### config.mk
export PLATFORM = sky130hd
export DESIGN_NAME = mem_bus_arbiter
export DESIGN_NICKNAME = d
export VERILOG_FILES = /design/src/rtl/mem_arb_pkg.sv /design/src/rtl/arb_pick.sv /design/src/rtl/mem_bus_arbiter.sv
export SDC_FILE = /design/constraint.sdc
export NUM_CORES = 1
export LEC_CHECK = 0
export CORE_AREA = 2 2 117 119
export DETAILED_ROUTE_END_ITERATION = 10
export DIE_AREA = 0 0 119 121
export DONT_BUFFER_PORTS = 1
export GPL_ROUTABILITY_DRIVEN = 0
export PLACE_DENSITY = 0.61
export SLEW_MARGIN = 20
export SYNTH_ARGS = -nofsm -noshare
export SYNTH_HDL_FRONTEND = slang
export SYNTH_SLANG_ARGS = --single-unit
### constraint.sdc
create_clock -name clk -period 2.4 [get_ports clk]
set_input_delay 0.24 -clock clk [delete_from_list [all_inputs] [get_ports clk]]
set_output_delay 0.24 -clock clk [all_outputs]
set_load 0.02 [all_outputs]
### src/rtl/mem_arb_pkg.sv
// Shared definitions for the two-master memory/IO bus arbiter:
// FSM state encodings, master identifiers, the read data returned
// on an aborted access, and the bundle latched for the granted master.
package mem_arb_pkg;

    typedef enum logic [1:0] {
        ST_IDLE   = 2'd0,
        ST_ACCESS = 2'd1,
        ST_RESP   = 2'd2
    } state_t;

    localparam logic M_CPU = 1'b0;
    localparam logic M_AUX = 1'b1;

    localparam logic [31:0] ERR_RDATA = 32'h0;

    typedef struct packed {
        logic        we;
        logic [31:0] addr;
        logic [31:0] wdata;
    } bus_req_t;

endpackage

### src/rtl/arb_pick.sv
// Combinational grant selection between the CPU (m0) and the auxiliary
// master (m1).
// Build option ARB_RR_EN: when defined, ties go to the master that did not
// win last time (round-robin); when undefined, the CPU always wins ties.
module arb_pick
    import mem_arb_pkg::*;
(
    input  logic i_m0Req,
    input  logic i_m1Req,
    input  logic i_last,
    output logic o_anyReq,
    output logic o_grant
);

`ifdef ARB_RR_EN
    // Round-robin: a lone requester wins, a tie goes to whoever was not served last
    always_comb begin
        o_anyReq = i_m0Req | i_m1Req;
        if (i_m0Req && i_m1Req) begin
            o_grant = ~i_last;
        end else if (i_m1Req) begin
            o_grant = M_AUX;
        end else begin
            o_grant = M_CPU;
        end
    end
`else
    logic w_unusedLast;

    // The previous-winner history has no influence under fixed priority
    assign w_unusedLast = i_last;

    // Fixed priority: the auxiliary master wins only when the CPU is silent
    always_comb begin
        o_anyReq = i_m0Req | i_m1Req;
        if (i_m1Req && !i_m0Req) begin
            o_grant = M_AUX;
        end else begin
            o_grant = M_CPU;
        end
    end
`endif

endmodule

### src/rtl/mem_bus_arbiter.sv
// Two-master memory/IO bus arbiter. One master is granted in IDLE, its
// address/data/we are latched, the bus is driven in ACCESS until mem_ack
// or a timeout, and a one-cycle ready pulse is returned in RESP.
// The RESP bubble before the next IDLE gives the other master a chance
// to win arbitration.
// Build option ARB_RR_EN selects round-robin arbitration (see arb_pick);
// without it the CPU has fixed priority.
module mem_bus_arbiter
    import mem_arb_pkg::*;
#(
    parameter int TIMEOUT = 16,
    parameter int TW      = 5
) (
    input  logic        clk,
    input  logic        rst_n,
    input  logic        m0_req,
    input  logic        m0_we,
    input  logic [31:0] m0_addr,
    input  logic [31:0] m0_wdata,
    output logic [31:0] m0_rdata,
    output logic        m0_ready,
    output logic        m0_err,
    input  logic        m1_req,
    input  logic        m1_we,
    input  logic [31:0] m1_addr,
    input  logic [31:0] m1_wdata,
    output logic [31:0] m1_rdata,
    output logic        m1_ready,
    output logic        m1_err,
    output logic        mem_en,
    output logic        mem_we,
    output logic [31:0] mem_addr,
    output logic [31:0] mem_wdata,
    input  logic [31:0] mem_rdata,
    input  logic        mem_ack
);

    state_t        r_state;
    state_t        w_nextState;
    logic          r_grant;
    logic          r_last;
    bus_req_t      r_req;
    logic [TW-1:0] r_tmoCnt;
    logic [31:0]   r_rdata;
    logic          r_err;

    logic          w_anyReq;
    logic          w_pick;
    logic          w_inAccess;
    logic          w_ackHit;
    logic          w_tmoHit;
    bus_req_t      w_m0Bundle;
    bus_req_t      w_m1Bundle;

    assign w_m0Bundle.we    = m0_we;
    assign w_m0Bundle.addr  = m0_addr;
    assign w_m0Bundle.wdata = m0_wdata;
    assign w_m1Bundle.we    = m1_we;
    assign w_m1Bundle.addr  = m1_addr;
    assign w_m1Bundle.wdata = m1_wdata;

    // mem_ack counts only while the bus is actually being driven; ack wins
    // over the timeout limit when both land in the same cycle
    assign w_inAccess = (r_state == ST_ACCESS);
    assign w_ackHit   = w_inAccess && mem_ack;
    assign w_tmoHit   = w_inAccess && !mem_ack && (r_tmoCnt == TW'(TIMEOUT - 1));

    arb_pick u_pick (
        .i_m0Req  (m0_req),
        .i_m1Req  (m1_req),
        .i_last   (r_last),
        .o_anyReq (w_anyReq),
        .o_grant  (w_pick)
    );

    // State register; reset forces IDLE at once so mem_en drops asynchronously
    always_ff @(posedge clk or negedge rst_n) begin
        if (!rst_n) begin
            r_state <= ST_IDLE;
        end else begin
            r_state <= w_nextState;
        end
    end

    // Next-state logic: IDLE -> ACCESS on any request, ACCESS -> RESP on
    // ack or timeout, RESP always returns to IDLE
    always_comb begin
        w_nextState = r_state;
        case (r_state)
            ST_IDLE: begin
                if (w_anyReq) begin
                    w_nextState = ST_ACCESS;
                end
            end
            ST_ACCESS: begin
                if (w_ackHit || w_tmoHit) begin
                    w_nextState = ST_RESP;
                end
            end
            ST_RESP: begin
                w_nextState = ST_IDLE;
            end
            default: begin
                w_nextState = ST_IDLE;
            end
        endcase
    end

    // Outputs are pure decodes of registered state, so they change only on
    // the clock edge (or immediately on reset)
    always_comb begin
        mem_en    = 1'b0;
        mem_we    = 1'b0;
        mem_addr  = r_req.addr;
        mem_wdata = r_req.wdata;
        m0_ready  = 1'b0;
        m0_rdata  = '0;
        m0_err    = 1'b0;
        m1_ready  = 1'b0;
        m1_rdata  = '0;
        m1_err    = 1'b0;
        case (r_state)
            ST_ACCESS: begin
                mem_en = 1'b1;
                mem_we = r_req.we;
            end
            ST_RESP: begin
                if (r_grant == M_CPU) begin
                    m0_ready = 1'b1;
                    m0_rdata = r_rdata;
                    m0_err   = r_err;
                end else begin
                    m1_ready = 1'b1;
                    m1_rdata = r_rdata;
                    m1_err   = r_err;
                end
            end
            default: begin
            end
        endcase
    end

    // Grant/request latch: master inputs are only looked at in IDLE, so a
    // master changing or dropping its request mid-access has no effect
    always_ff @(posedge clk or negedge rst_n) begin
        if (!rst_n) begin
            r_grant <= M_CPU;
            r_last  <= M_AUX;
            r_req   <= '0;
        end else if ((r_state == ST_IDLE) && w_anyReq) begin
            r_grant <= w_pick;
            r_last  <= w_pick;
            r_req   <= (w_pick == M_AUX) ? w_m1Bundle : w_m0Bundle;
        end
    end

    // Timeout counter: cleared on grant, counts ACCESS cycles without ack
    always_ff @(posedge clk or negedge rst_n) begin
        if (!rst_n) begin
            r_tmoCnt <= '0;
        end else if ((r_state == ST_IDLE) && w_anyReq) begin
            r_tmoCnt <= '0;
        end else if (w_inAccess && !w_ackHit && !w_tmoHit) begin
            r_tmoCnt <= r_tmoCnt + TW'(1);
        end
    end

    // Response capture: read data on ack (zero for writes), or the error
    // pattern plus err flag on timeout
    always_ff @(posedge clk or negedge rst_n) begin
        if (!rst_n) begin
            r_rdata <= '0;
            r_err   <= 1'b0;
        end else if (w_ackHit) begin
            r_rdata <= r_req.we ? 32'h0 : mem_rdata;
            r_err   <= 1'b0;
        end else if (w_tmoHit) begin
            r_rdata <= ERR_RDATA;
            r_err   <= 1'b1;
        end
    end

endmodule
==> summary.txt, run 1 <==
STA
  – RSZ-0062 raised after global routing: no
  – Hold_ws: -0.402 ns
  – Max Slew Vio Count: 0
  – # setup viols final: 0
  – Final worst slack: 0.315 ns
  – Crit path time final: 2.08 ns
  – Setup TNS: 0 ns
  – Relative slew slack: 67.0%
  – Fin. Hold Viols: 106
  – Max Freq: 480 MHz
  – Slew @ Worst Pin: 0.489 ns
  – Final worst path period share: 86.9%
  – Layout Skew: 0.00631 ns

Finish
  – Post-layout nets: 559
  – Area Growth Syn to Fin: -0.981%
  – Share of layout cells above drive strength 1: 40.1%
  – Fin cells: 570
  – ANT cells: 0

Global routing
  – First-pass GRT wire length: 16900 um
  – Largest net degree at the start of global routing: 107
  – Vias in the first global route: 3221
  – Initial antenna violation count: 0
  – Total grt overflow: 0
  – All-Layer GR Usage: 15.0%

Clocking
  – H-tree Lvls: 3
  – Clock Sink Count: 106
  – Hold buffer count at CTS: 2
  – Clock Pin Slew Worst Setup and Hold Paths: 0.07 ns
  – Setup bufs post-CTS: 0
  – Root Driver: clkbuf_16
  – Clock tree buffer depth: 2
  – Worst-skew pair later-pin latency: 0.33 ns
  – CTS tree: yes
  – CTS Buf Count: 9
  – Post-cts resize count: 0

Route
  – WL final: 11300 um
  – Vias: 3089
  – DR vias/cell: 5.42
  – Drt drc: 0
  – DR pass1 iterations: 6
  – 1st-iter DRT viols: 85
  – DRT antenna net count: 0
  – DR WL/cell: 19.8 um

Logic synthesis
  – Area fraction of the dominant cell type after synthesis: 46.2%
  – Post-Syn Area: 5740 um^2
  – Async S/R FF share, synth: 100%
  – Post-synth top area cell: dfrtp_1
  – Synth Warn #: 0
  – Post-Syn Area per Cell: 12.5 um^2
  – Commonest cells in the netlist: 127 x mux2_2, 106 x dfrtp_1, 67 x and2_1
  – Post-synth EDFFs: 0
  – Cells after Synth: 460
  – Ranking of synthesized cells by area: dfrtp_1 46%, mux2_2 25%, buf_4 8.4%
  – Synth cell types: 31
  – Count leader, synth: mux2_2
  – Main synth FF type: dfrtp_1
  – Seq/Total Area, Yosys: 46.2%
  – Yosys reg bits: 106
  – Syn nets: 629

Setup path
  – Crit Path Class: flop to flop
  – CP Data Required Time: 2.62 ns
  – Max Fanout on Critical Path: 5
  – Slowest CP cell: or4b_4
  – Critical path arrival: 2.31 ns
  – Cell with the most instances on the worst path: ha_1
  – Critical Path, Cell by Cell: ha_1 > and3_1 > ha_1 > or4b_4 > o21a_1 > o22a_1
  – Worst Setup Start Kind: flop
  – Worst stage delay on the critical path: 0.53 ns
  – CP Capture Type: flop

Die
  – Initial Util: 43.8%
  – Die H: 121 um
  – Ports: 301
  – Core ar.: 13100 um^2
  – Rows: 42
  – Die area: 14400 um^2
  – Die boundary width: 119 um

Pwr
  – Power Total: 7150 uW
  – Pwr/cell area: 1260 nW/um^2
  – P_leak: 0.00241 uW
  – Max IR drop VDD: 0.382 mV

Job
  – MaxCap Viol Count: 0

Placement
  – Post-DP HPWL: 8250 um
  – Post-Place Cells: 553
  – # port buffers: 0
  – Place WS: 0.335 ns

Status
  – Failing checks: hold timing
  – Status: complete, but fails checks

Hold path
  – Hold Path Class: input port to async pin
==> worst max-delay path: cells and delay by family (launching register included) <==
| family | cells | cell delay, ns |
|---|---|---|
| compound gates | 2 | 0.37 |
| fa+ha+maj | 2 | 0.47 |
| flops | 1 | 0.41 |
| simple gates | 2 | 0.72 |
==> registers in the layout, summed over array words and instances, names as in the netlist <==
signal,flops
r_state,2
r_req,1
r_err,1
mem_addr,32
r_grant,1
r_rdata,32
r_tmoCnt,5
mem_wdata,32
==> placed cells by master (no fill, tap or decap), types with 2 or more instances in the layout <==
cell type	n
mux2_2	127
dfrtp_1	106
and2_1	67
a22o_1	32
clkbuf_16	9
buf_4	7
a21oi_1	4
inv_1	3
mux2_4	3
o21ai_0	3
and3b_1	2
nor2_1	2
nand2_1	2
mux2i_1	2
ha_1	2
dlygate4sd3_1	2
==> logic make-up (layout without fill, tap and decap cells) <==
kind of cell / count (synthesis) / after routing / synth area share (%)
flip-flops: 106 / 106 / 46.2
adder cells (fa/ha/maj): 2 / 2 / 0.436
buffers and inverters: 94 / 28 / 12.1
multiplexers: 132 / 132 / 26.1
AND/OR/NAND/NOR: 83 / 83 / 9.16
AO/OA/AOI/OAI: 43 / 43 / 5.98
==> layer usage <==
metal,vias to the layer above,routed length [um],track usage [%]
met1,1509,4300,16.9
met4,0,112,4.69
met3,7,937,4.46
met2,187,5950,27.4
li1,1386,-,-
met5,-,0,0
==> final timing paths <==
path,start,endpoint,slack (ns),cells after the start
max,r_tmoCnt[0],r_tmoCnt[3],0.32,6
min,rst_n,r_rdata[27],-0.40,0
max reg2reg,r_tmoCnt[0],r_tmoCnt[3],0.32,6
min reg2reg,r_tmoCnt[2],r_tmoCnt[2],0.51,1
max in group asynchronous,rst_n,mem_addr[30],2.67,0
min in group clk,mem_rdata[31],r_rdata[31],0.03,1
==> cell type report <==
class                      count  area, um^2
inverter                       3        11.3
clock inverter                 4        51.3
sequential                   106        2650
tap                          176         220
fill                        1190        7400
multi-input combinational    260        2410
clock buffer                  11         243
timing repair buffer          10        92.6
==> power by group <==
group	internal [uW]	switching (uW)	total (uW)
sequential	2580	1310	3900
combinational	1030	769	1800
clock	834	625	1460
==> per-stage QoR <==
| step | cell area (um^2) | utilization (%) | hold WS [ns] |
|---|---|---|---|
| after floorplan | 5740 | - | -0.0556 |
| after global placement | 5370 | 41.0 | -0.0532 |
| after detailed placement | 5370 | 41.0 | -0.0536 |
| after CTS | 5680 | 43.4 | -0.423 |
| after global routing | 5680 | 43.4 | -0.432 |
| final | 5680 | 43.4 | -0.402 |
Power figures use the tool's default switching activity.
==> run 2: changes to the inputs <==
--- a/config.mk
+++ b/config.mk
@@ -10,6 +10,8 @@
 export DIE_AREA = 0 0 119 121
 export DONT_BUFFER_PORTS = 1
 export GPL_ROUTABILITY_DRIVEN = 0
+export GPL_TIMING_DRIVEN = 0
+export MAX_ROUTING_LAYER = met4
 export PLACE_DENSITY = 0.61
 export SLEW_MARGIN = 20
 export SYNTH_ARGS = -nofsm -noshare
==> summary.txt, run 2 (synthesized netlist as in run 1, its figures left out) <==
Global routing
  – First-pass GRT wire length: 18300 um
  – Vias in the first global route: 3442
  – All-Layer GR Usage: 16.8%
  – Largest net degree at the start of global routing: 107
  – Initial antenna violation count: 0
  – Total grt overflow: 0

Setup path
  – Crit Path Class: flop to output pin
  – Slowest CP cell: clkbuf_1
  – WP buf/inv: 1
  – R2r endpoint: r_tmoCnt[4]
  – Internal reg-to-reg setup slack: 0.30 ns
  – CP Capture Type: output pin
  – Worst Setup Start Kind: flop
  – Critical path arrival: 2.03 ns
  – Max Fanout on Critical Path: 10
  – Critical Path, Cell by Cell: and3b_1 > clkbuf_1 > and2_1
  – Worst reg2reg path depth: 6
  – Worst stage delay on the critical path: 0.50 ns
  – Delay-heaviest family, CP: simple AND/OR/NAND/NOR gates
  – Worst setup path startpoint: r_state[0]
  – CP Data Required Time: 2.16 ns
  – Worst reg2reg startpoint: r_tmoCnt[0]

Placement
  – Dpl cell area: 5960 um^2
  – # port buffers: 0
  – Post-Place Cells: 636
  – Post-DP HPWL: 9330 um

Finish
  – ANT cells: 0
  – Post-layout nets: 642
  – Share of layout cells above drive strength 1: 49.4%
  – Most frequent cells in the layout: 127 x mux2_2, 106 x dfrtp_1, 67 x and2_1
  – Fin util: 47.9%
  – Design Area, Final: 6270 um^2
  – Fin cells: 654
  – Most common cell after layout, fill and taps aside: mux2_2
  – Area Growth Syn to Fin: 9.23%

STA
  – Relative slew slack: 60.9%
  – Layout Skew: 0.00694 ns
  – Crit path time final: 2.27 ns
  – # setup viols final: 0
  – Max Freq: 440 MHz
  – Setup TNS: 0 ns
  – Final worst path period share: 94.8%
  – Slew @ Worst Pin: 0.586 ns
  – Hold_ws: -0.410 ns
  – Max Slew Vio Count: 0
  – RSZ-0062 raised after global routing: no
  – Fin. Hold Viols: 106

Clocking
  – Worst-skew pair later-pin latency: 0.34 ns
  – Clock tree buffer depth: 2
  – CTS Buf Count: 9
  – CTS tree: yes
  – H-tree Lvls: 3
  – Hold buffer count at CTS: 2
  – Clock Pin Slew Worst Setup and Hold Paths: 0.07 ns
  – Root Driver: clkbuf_16
  – Clock Sink Count: 106

Status
  – Failing checks: hold timing
  – Status: complete, but fails checks

Hold path
  – Hold Path Class: input port to async pin

Route
  – Vias: 3393
  – 1st-iter DRT viols: 165
  – DR WL/cell: 18.8 um
  – DRT antenna net count: 0
  – WL final: 12300 um
  – DR vias/cell: 5.19
  – DR pass1 iterations: 4
  – Drt drc: 0

Pwr
  – P_leak: 0.00279 uW
  – Pwr/cell area: 1280 nW/um^2
  – Max IR drop VDD: 0.438 mV
  – Power Total: 8020 uW

Die
  – Core ar.: 13100 um^2
  – Die area: 14400 um^2
  – Rows: 42
  – Initial Util: 43.8%
  – Ports: 301
  – Die boundary width: 119 um
  – Die H: 121 um

Job
  – MaxCap Viol Count: 0
run 2: power breakdown:
group          internal [uW]  switching [uW]  leakage (uW)
registers               2580             502       0.00130
clock network            712             677      0.000136
logic                   1790            1760       0.00136
total                   5080            2940       0.00279
run 2: through the flow:
stage	hold WS [ns]	setup slack [ns]
after global placement	-0.0531	0.275
after detailed placement	-0.0535	0.218
after global routing	-0.435	0.00171
after CTS	-0.428	0.120
final	-0.410	0.125
after floorplan	-0.0556	0.460
run 2: how the worst max path moves through the flow:
stage | end | slack (ns) | cells past startpoint
floorplan | r_tmoCnt[3] | 0.46 | 6
global placement | m0_rdata[4] | 0.27 | 3
detailed placement | m0_rdata[4] | 0.22 | 3
CTS | m1_rdata[29] | 0.12 | 3
global route | m1_rdata[29] | 0.002 | 3
finish | m1_rdata[29] | 0.13 | 3
run 2: timing repair:
item,in CTS,in global routing
setup endpoints to repair,29,10
gates resized for setup,1,1
buffers inserted,0,0
endpoints found under the hold margin,108,106
run 2: area by class of cell:
type / instances / area [um^2]
plain buffers: 91 / 684
clock buffers: 9 / 225
clock inverters: 7 / 52.6
fillers: 1172 / 6820
inverters: 3 / 11.3
multi-input cells: 260 / 2400
flip-flops and latches: 106 / 2650
well taps: 176 / 220
repair buffers: 2 / 20.0
run 2: worst reg2reg max path, cell delays in order (launching register included):
cell	delay (ns)
dfrtp_1	0.41
ha_1	0.22
and3_1	0.18
ha_1	0.23
or4b_4	0.54
o21ai_0	0.22
o22ai_1	0.16
run 2: per-layer routing:
metal | track usage [%] | up-vias | wire (um)
met5 | - | - | 0
met4 | 4.24 | 0 | 104
met3 | 4.09 | 7 | 809
met2 | 29.5 | 177 | 6300
met1 | 19.3 | 1660 | 5090
li1 | - | 1549 | -
==> run 3: changes to the inputs <==
--- a/config.mk
+++ b/config.mk
@@ -5,7 +5,9 @@
 export SDC_FILE = /design/constraint.sdc
 export NUM_CORES = 1
 export LEC_CHECK = 0
+export ABC_AREA = 1
 export CORE_AREA = 2 2 117 119
+export CTS_BUF_LIST = sky130_fd_sc_hd__clkbuf_8
 export DETAILED_ROUTE_END_ITERATION = 10
 export DIE_AREA = 0 0 119 121
 export DONT_BUFFER_PORTS = 1
==> summary.txt, run 3 <==
Logic synthesis
  – Area fraction of the dominant cell type after synthesis: 46.4%
  – Post-Syn Area per Cell: 8.18 um^2
  – Ranking of synthesized cells by area: dfrtp_1 46%, nand3_1 14%, buf_4 8.9%
  – Synth Area in Adders: 0.438%
  – Post-synth EDFFs: 0
  – Synth cell types: 21
  – Main synth FF type: dfrtp_1
  – Xor/xnor share of the synthesized area: 0.153%
  – Simple-Gate Fraction of Synth Area: 25.4%
  – Mux share of post-synthesis cell area: 0%
  – Seq/Total Area, Yosys: 46.4%
  – Post-synthesis compound-gate area fraction: 11.9%
  – Cells after Synth: 699
  – Commonest cells in the netlist: 165 x nand3_1, 106 x dfrtp_1, 82 x nand2_1
  – Post-Syn Area: 5720 um^2
  – Yosys reg bits: 106
  – Post-synth top area cell: dfrtp_1
  – Async S/R FF share, synth: 100%
  – Synth Warn #: 0
  – Count leader, synth: nand3_1
  – Largest family of logic cells by synthesized area: simple AND/OR/NAND/NOR gates
  – Syn nets: 868

Setup path
  – CP Capture Type: output pin
  – Slowest CP cell: dfrtp_1
  – Internal reg-to-reg setup slack: 0.48 ns
  – Critical Path, Cell by Cell: inv_1 > nor2_1 > nand2_1 > clkbuf_1 > nor2_1
  – Critical path arrival: 1.97 ns
  – Crit Path Class: flop to output pin
  – Worst Setup Start Kind: flop
  – Worst Setup EP: m0_rdata[4]
  – Max Fanout on Critical Path: 10
  – Cell with the most instances on the worst path: nor2_1
  – Worst stage delay on the critical path: 0.42 ns
  – Worst setup path startpoint: r_state[1]
  – Worst reg2reg path depth: 8
  – R2r endpoint: r_rdata[19]
  – CP Data Required Time: 2.16 ns
  – Worst reg2reg startpoint: r_tmoCnt[0]

Status
  – Status: complete, but fails checks
  – Failing checks: hold timing

Placement
  – Post-DP HPWL: 12100 um
  – # port buffers: 0
  – Dpl cell area: 5940 um^2
  – Place WS: 0.490 ns

Clocking
  – Root Driver: clkbuf_8
  – CTS Buf Count: 9
  – Clock Pin Slew Worst Setup and Hold Paths: 0.09 ns
  – CTS tree: yes
  – H-tree Lvls: 3
  – Clock Sink Count: 106
  – Clock tree buffer depth: 2
  – Worst-skew pair later-pin latency: 0.37 ns

Pwr
  – Max IR drop VDD: 0.446 mV
  – Pwr/cell area: 1280 nW/um^2
  – P_leak: 0.00280 uW
  – Power Total: 7970 uW

STA
  – RSZ-0062 raised after global routing: no
  – Layout Skew: 0.00703 ns
  – Crit path time final: 2.21 ns
  – Setup TNS: 0 ns
  – Final worst slack: 0.192 ns
  – Max Freq: 453 MHz
  – Hold_ws: -0.450 ns
  – Max Slew Vio Count: 0
  – Fin. Hold Viols: 106
  – Relative slew slack: 65.8%
  – # setup viols final: 0
  – Slew @ Worst Pin: 0.513 ns
  – Final worst path period share: 92.0%

Die
  – Die boundary width: 119 um
  – Core ar.: 13100 um^2
  – Ports: 301
  – Die area: 14400 um^2
  – Initial Util: 43.7%
  – Rows: 42
  – Die H: 121 um

Global routing
  – All-Layer GR Usage: 22.9%
  – Total grt overflow: 0
  – Vias in the first global route: 4837
  – First-pass GRT wire length: 25200 um
  – Largest net degree at the start of global routing: 107
  – Initial antenna violation count: 0

Finish
  – Design Area, Final: 6220 um^2
  – Share of layout cells above drive strength 1: 15.9%
  – Fin util: 47.6%
  – Post-layout nets: 893
  – Most frequent cells in the layout: 165 x nand3_1, 106 x dfrtp_1, 82 x nand2_1
  – Most common cell after layout, fill and taps aside: nand3_1
  – ANT cells: 0
  – Area Growth Syn to Fin: 8.86%

Route
  – Vias: 4849
  – Drt drc: 0
  – 1st-iter DRT viols: 298
  – WL final: 16000 um
  – DRT antenna net count: 0
  – DR vias/cell: 5.38
  – DR pass1 iterations: 5
  – DR WL/cell: 17.8 um

Job
  – MaxCap Viol Count: 0

Hold path
  – Hold Path Class: input port to async pin
run 3: changes by cell type after synthesis, sizes merged, moves of 32 or more:
| cell | previous run | this run |
|---|---|---|
| nand3 | 1 | 165 |
| a22o | 32 | 0 |
| mux2 | 130 | 0 |
| inv | 3 | 46 |
| nand2 | 2 | 82 |
| o21ai | 4 | 36 |
| and2 | 67 | 0 |
| nor2 | 3 | 77 |
| o21a | 1 | 64 |
run 3: timing repair:
item | CTS | global route
resized for setup | 0 | 0
setup buffers | 0 | 0
hold endpoints to repair | 119 | 107
hold buffers | 13 | 1
setup endpoints to repair | 0 | 0
run 3: cell families (layout without fill, tap and decap cells):
logic type                 Yosys count  after routing
and+or+nand+nor                    326            326
buffers and inverters              161            187
DFF                                106            106
AOI/OAI and AO/OA                  103            103
adders and majority gates            2              2
xor gates and xnor gates             1              1
run 3: routing by layer:
metal / wire, um / global-route usage [%] / vias to the layer above
met3: 1010 / 4.70 / 30
met5: 0 / - / -
met4: 408 / 8.48 / 0
met1: 6630 / 27.5 / 2316
met2: 7950 / 38.4 / 223
li1: - / - / 2280
run 3: area by class of cell:
cell class                      instances  area (um^2)
Buffer                                114          723
Clock buffer                           10          138
Clock inverter                          2         8.76
Fill cell                            1304         6860
Inverter                               47          176
Multi-Input combinational cell        432         2170
Sequential cell                       106         2650
Tap cell                              176          220
Timing Repair Buffer                   14          140
run 3: through the flow:
step	std cells	hold WS, ns
3_3_place_gp	875	-0.0531
3_5_place_dp	875	-0.0524
6_report	901	-0.450
5_1_grt	901	-0.488
4_1_cts	900	-0.472
2_1_floorplan	699	-0.0556
run 3: how the worst min path moves through the flow:
| stage | cells after the start | to | slack [ns] |
|---|---|---|---|
| floorplan | 0 | mem_addr[0] | -0.06 |
| global placement | 0 | mem_wdata[29] | -0.05 |
| detailed placement | 0 | mem_wdata[29] | -0.05 |
| CTS | 0 | mem_wdata[29] | -0.47 |
| global route | 0 | mem_wdata[26] | -0.49 |
| finish | 0 | mem_wdata[26] | -0.45 |
run 3: report_power, final:
| group | switching [uW] | internal (uW) | total, uW | leakage (uW) |
|---|---|---|---|---|
| registers | 417 | 2640 | 3060 | 0.00125 |
| logic | 2440 | 1530 | 3970 | 0.00147 |
| clock network | 567 | 378 | 945 | 0.0000811 |
| total | 3430 | 4550 | 7970 | 0.00280 |
run 3: worst max-delay path: cells and delay by family (launching register included):
kind / cells / cell delay [ns]
and+or+nand+nor: 3 / 0.76
DFF: 1 / 0.42
buffers and inverters: 2 / 0.41
